File: src/rtl/pci_arbiter.sv
// Four-master PCI bus arbiter with round-robin selection and a FRAME-start timeout.
// Optional bus parking is enabled by defining PCI_ARB_PARK_EN.
module pci_arbiter #(
    parameter int TIMEOUT = 16
) (
    input  logic       CLK,
    input  logic       RST,
    input  logic [3:0] REQ,
    input  logic       FRAME,
    input  logic       IRDY,
    output logic [3:0] GNT,
    output logic [1:0] BUS_OWNER,
    output logic       BUS_BUSY,
    output logic       TIMEOUT_EVT
);

    localparam logic [1:0] ST_IDLE  = 2'd0;
    localparam logic [1:0] ST_GRANT = 2'd1;
    localparam logic [1:0] ST_BUSY  = 2'd2;

    localparam logic [4:0] CNT_LAST = 5'(TIMEOUT - 1);

    logic [1:0] state_r;
    logic [1:0] state_s;
    logic [3:0] gnt_r;
    logic [3:0] gnt_s;
    logic [1:0] owner_r;
    logic [1:0] owner_s;
    logic       busy_r;
    logic       busy_s;
    logic       tevt_r;
    logic       tevt_s;
    logic [4:0] cnt_r;
    logic [4:0] cnt_s;
    logic [1:0] ptr_r;
    logic [1:0] ptr_s;
    logic [1:0] winner_s;
    logic       any_req_s;

    // First requesting device after ptr, wrapping so ptr itself is considered last.
    function automatic logic [1:0] rr_pick(input logic [3:0] req_n, input logic [1:0] ptr);
        logic [1:0] idx;
        logic [1:0] pick;
        pick = ptr;
        for (int k = 4; k >= 1; k--) begin
            idx = ptr + k[1:0];
            if (!req_n[idx]) begin
                pick = idx;
            end else begin
                pick = pick;
            end
        end
        return pick;
    endfunction

    // Active-low one-hot grant vector for a device index.
    function automatic logic [3:0] gnt_for(input logic [1:0] dev);
        return ~(4'b0001 << dev);
    endfunction

    // Request decode and round-robin winner.
    always_comb begin
        any_req_s = (REQ != 4'b1111);
        winner_s  = rr_pick(REQ, ptr_r);
    end

    // Next-state and next-output logic of the arbitration FSM.
    always_comb begin
        state_s = state_r;
        gnt_s   = gnt_r;
        owner_s = owner_r;
        busy_s  = busy_r;
        tevt_s  = 1'b0;
        cnt_s   = cnt_r;
        ptr_s   = ptr_r;
        case (state_r)
            ST_IDLE: begin
                busy_s = 1'b0;
`ifdef PCI_ARB_PARK_EN
                if (gnt_r != 4'b1111) begin
                    // Parked: the owner may start directly; anyone else costs a dead cycle.
                    if (!FRAME) begin
                        state_s = ST_BUSY;
                        gnt_s   = 4'b1111;
                        busy_s  = 1'b1;
                        ptr_s   = owner_r;
                    end else if (any_req_s && (winner_s == owner_r)) begin
                        state_s = ST_GRANT;
                        cnt_s   = 5'd0;
                    end else if (any_req_s) begin
                        gnt_s = 4'b1111;
                    end else begin
                        gnt_s = gnt_r;
                    end
                end else if (any_req_s) begin
                    state_s = ST_GRANT;
                    gnt_s   = gnt_for(winner_s);
                    owner_s = winner_s;
                    cnt_s   = 5'd0;
                end else begin
                    gnt_s = gnt_for(owner_r);
                end
`else
                if (any_req_s) begin
                    state_s = ST_GRANT;
                    gnt_s   = gnt_for(winner_s);
                    owner_s = winner_s;
                    cnt_s   = 5'd0;
                end else begin
                    gnt_s = 4'b1111;
                end
`endif
            end
            ST_GRANT: begin
                // FRAME outranks both a withdrawn request and an expiring counter.
                if (!FRAME) begin
                    state_s = ST_BUSY;
                    gnt_s   = 4'b1111;
                    busy_s  = 1'b1;
                    ptr_s   = owner_r;
                end else if (REQ[owner_r]) begin
                    state_s = ST_IDLE;
                    gnt_s   = 4'b1111;
                    ptr_s   = owner_r;
                end else if (cnt_r == CNT_LAST) begin
                    state_s = ST_IDLE;
                    gnt_s   = 4'b1111;
                    ptr_s   = owner_r;
                    tevt_s  = 1'b1;
                end else begin
                    cnt_s = cnt_r + 5'd1;
                end
            end
            ST_BUSY: begin
                gnt_s = 4'b1111;
                if (FRAME && IRDY) begin
                    state_s = ST_IDLE;
                    busy_s  = 1'b0;
                end else begin
                    busy_s = 1'b1;
                end
            end
            default: begin
                state_s = ST_IDLE;
                gnt_s   = 4'b1111;
                busy_s  = 1'b0;
            end
        endcase
    end

    // State and output registers with synchronous active-low reset.
    always_ff @(posedge CLK) begin
        if (!RST) begin
            state_r <= ST_IDLE;
            gnt_r   <= 4'b1111;
            owner_r <= 2'd0;
            busy_r  <= 1'b0;
            tevt_r  <= 1'b0;
            cnt_r   <= 5'd0;
            ptr_r   <= 2'd3;
        end else begin
            state_r <= state_s;
            gnt_r   <= gnt_s;
            owner_r <= owner_s;
            busy_r  <= busy_s;
            tevt_r  <= tevt_s;
            cnt_r   <= cnt_s;
            ptr_r   <= ptr_s;
        end
    end

    assign GNT         = gnt_r;
    assign BUS_OWNER   = owner_r;
    assign BUS_BUSY    = busy_r;
    assign TIMEOUT_EVT = tevt_r;

    pci_arbiter_checker u_checker (
        .CLK (CLK),
        .RST (RST),
        .GNT (gnt_r)
    );

endmodule

// Grant-safety properties: at most one grant, and no direct owner-to-owner hand-off.
module pci_arbiter_checker (
    input logic       CLK,
    input logic       RST,
    input logic [3:0] GNT
);

    a_gnt_onehot0 : assert property (@(posedge CLK) disable iff (!RST) $onehot0(~GNT));

    a_gnt_no_handoff : assert property (@(posedge CLK) disable iff (!RST)
        (($past(GNT) != 4'b1111) && (GNT != 4'b1111)) |-> (GNT == $past(GNT)));

endmodule

File: config.mk
export PLATFORM = sky130hd
export DESIGN_NAME = pci_arbiter
export DESIGN_NICKNAME = d
export VERILOG_FILES = /design/src/rtl/pci_arbiter.sv
export SDC_FILE = /design/constraint.sdc
export NUM_CORES = 1
export LEC_CHECK = 0
export ABC_AREA = 1
export CAP_MARGIN = 10
export CORE_MARGIN = 4
export CORE_UTILIZATION = 53
export CTS_CLUSTER_SIZE = 8
export DETAILED_ROUTE_END_ITERATION = 8
export GPL_ROUTABILITY_DRIVEN = 0
export GPL_TIMING_DRIVEN = 0
export PLACE_DENSITY = 0.78
export SLEW_MARGIN = 5
export SYNTH_ARGS = -nofsm -noshare
export SYNTH_HDL_FRONTEND = slang
export SYNTH_HIERARCHICAL = 1
export SYNTH_SLANG_ARGS = --single-unit
File: constraint.sdc
create_clock -name CLK -period 2.1 [get_ports CLK]
set_input_delay 0.42 -clock CLK [delete_from_list [all_inputs] [get_ports CLK]]
set_output_delay 0.42 -clock CLK [all_outputs]
set_load 0.02 [all_outputs]
==> out/results.ini <==
[run_status]
status=complete, no violations

[setup_path]
worstSetupStartpointType=flip-flop
ff2ff_path_depth=12
r2r-start=cnt_r[0]
end_kind=flip-flop
cp.required_ps=2290
r2r_setup_slack_ps=340
crit_type=reg -> reg
cp_max_fo=8
crit_arrival_ps=1940
r2r-end=cnt_r[2]

[routing]
ant_nets=0
dr.pass1.iters=4
drc_errors=0
first_iter_violations=23
routed_wirelength_um=2449
wl_per_cell_um=10.65
dr_total_vias=1146
vias_per_cell=4.983

[placed_design]
place_area_um2=1313
dp_slack_ps=133.7
hpwl_um=1957
placed_cells=226
port_buffers=15

[layout]
fin_cells=230
antennaDiodeCount=0
fillCellCount=210
seq_area_um2=340.3
fin_area_um2=1339
multi_input_area_um2=653.1
drive_gt1_share_pct=10.34
nNetsFinal=217
final_cell_mix=nand2_1 (59), inv_1 (28), nand3_1 (18), dfxtp_1 (17), clkdlybuf4s50_1 (15)
syn_to_final_growth_pct=18.62
final_common_cell=nand2_1

[floorplanning]
start_util_pct=56.37
rows=16
core-area_um2=2002
die_x_um=54.15
die_y_um=54.15
design.die.area_um2=2932
ios=16

[clock_tree]
cts_root_buffer=clkbuf_4
cts_made_buffers=3
holdBufCountCts=0
cts_resized=0
cts_setup_buffers=0
clkTransAtPathRegs_ps=100
htreeDepth=1
clock_sinks=17
cts_tree=yes
clk_latency_ps=290
cts_buffer_depth=2

[synth]
syn_avg_cell_area_um2=6.134
synth_cell_types=21
synth_seq_cells=17
yosys.area.top_type=dfxtp_1
ys_seq_area_share_pct=30.16
synth.top_cell.area_share_pct=30.16
yosys-top-cells-area=dfxtp_1 (30%), nand2_1 (20%), inv_1 (9.3%)
synthCells=184
synth_area_um2=1129
syn_nets=197
ys.warnings.count=6

[min_path]
hp-start=cnt_r[4]
worst_hold_path_type=reg -> reg
min_path_cells=2
min_to=cnt_r[4]

[power_and_ir_drop]
p_per_area_nw_per_um2=1337
leakagePower_nw=0.7014
irDropWorstVdd_v=0.0009142
p_total_mw=1.790

[grt]
grt_antenna_before_repair=0
grt_pass1_vias=1039
grt_max_degree=11
grt_pass1_wl_um=4181
gr-usage-all-layers_pct=19.13
grt-ovfl-total=0

[timing]
tightest_slew_ps=382.2
finalHoldViolations=0
relSlewSlack_pct=74.52
skew_ps=4.549
setup_viol=0
max_freq_mhz=569.1
fin_crit_ps=1757
fin_setup_tns_ps=0
post-route-period-util_pct=83.67
rsz0062_at_grt=no
fin_ws_ps=343.0
slew_violations=0

[run]
cap_violations=0

## worst max-delay path, cell delays in order, from the launching register on
cell     delay, ps
dfxtp_1        350
ha_1           220
inv_1           80
nor3_1          50
ha_1           170
inv_1          110
nand3_1         90
nand2_1        150
nand2_2        150
inv_2          100
nand3_1         70
nand2_1         70
nor2_1          30
## metal layers
| layer | track usage [%] | part of all wire (%) |
|---|---|---|
| met5 | 0 | 0 |
| met1 | 23.37 | 48 |
| met3 | 5.263 | 4.8 |
| met2 | 33.27 | 47 |
| met4 | 3.734 | 0.41 |
## metrics by stage
stage / utilization [%] / hold WS (ps)
after global placement: 65.56 / 447.3
final: 66.88 / 464.4
after floorplan: - / 435.5
after CTS: 66.88 / 468.4
after global routing: 66.88 / 490.0
after detailed placement: 65.56 / 453.6
## cells by family (layout without fill, tap and decap cells)
| logic type | Yosys count | count (layout) | synth area share, % |
|---|---|---|---|
| simple gates | 103 | 103 | 40.02 |
| fa+ha+maj | 5 | 5 | 5.543 |
| buf+inv | 34 | 53 | 11.97 |
| flops | 17 | 17 | 30.16 |
| compound gates | 25 | 25 | 12.31 |
## report_power, final
group	internal (mW)	switching, mW	total (mW)
Clock	0.0739	0.102	0.176
Combinational	0.410	0.703	1.11
Sequential	0.424	0.0766	0.501
Total	0.908	0.882	1.79
## flip-flops by register name, summed over array words and instances, names as in the netlist
| name | cells |
|---|---|
| ptr_r | 2 |
| BUS_OWNER | 2 |
| state_r | 2 |
| cnt_r | 5 |
| GNT | 4 |
| TIMEOUT_EVT | 1 |
| BUS_BUSY | 1 |
## synthesized netlist by cell type
cell type and n:
nand2_1 59, inv_1 28, nand3_1 18, dfxtp_1 17
nor2_1 12, o21ai_0 10, a21oi_1 8, nand2_2 7
ha_1 5, inv_2 4, nor2_2 3, o211ai_1 3
o21ai_1 2, a21boi_0 1, buf_6 1, clkbuf_1 1
nand3_2 1, nand4_1 1, nor2_4 1, nor3_1 1
o21ai_2 1
## layout make-up
| type | count | area share (%) |
|---|---|---|
| buffer | 2 | 1.121 |
| clock buffer | 4 | 1.963 |
| timing repair buffer | 15 | 11.21 |
| sequential | 17 | 25.42 |
| inverter | 32 | 8.972 |
| multi-input combinational | 133 | 48.79 |
| tap | 27 | 2.523 |
## worst max path at each step
stage                        start        to  slack, ps  depth (start not counted)
after floorplan           cnt_r[0]  cnt_r[3]        570                         12
after global placement      REQ[0]    GNT[2]        180                         14
after detailed placement    REQ[0]    GNT[2]        130                         14
after CTS                 cnt_r[0]  cnt_r[3]        350                         12
after global routing      cnt_r[0]  cnt_r[2]        140                         12
final                     cnt_r[0]  cnt_r[2]        340                         12
Power figures use the tool's default switching activity.
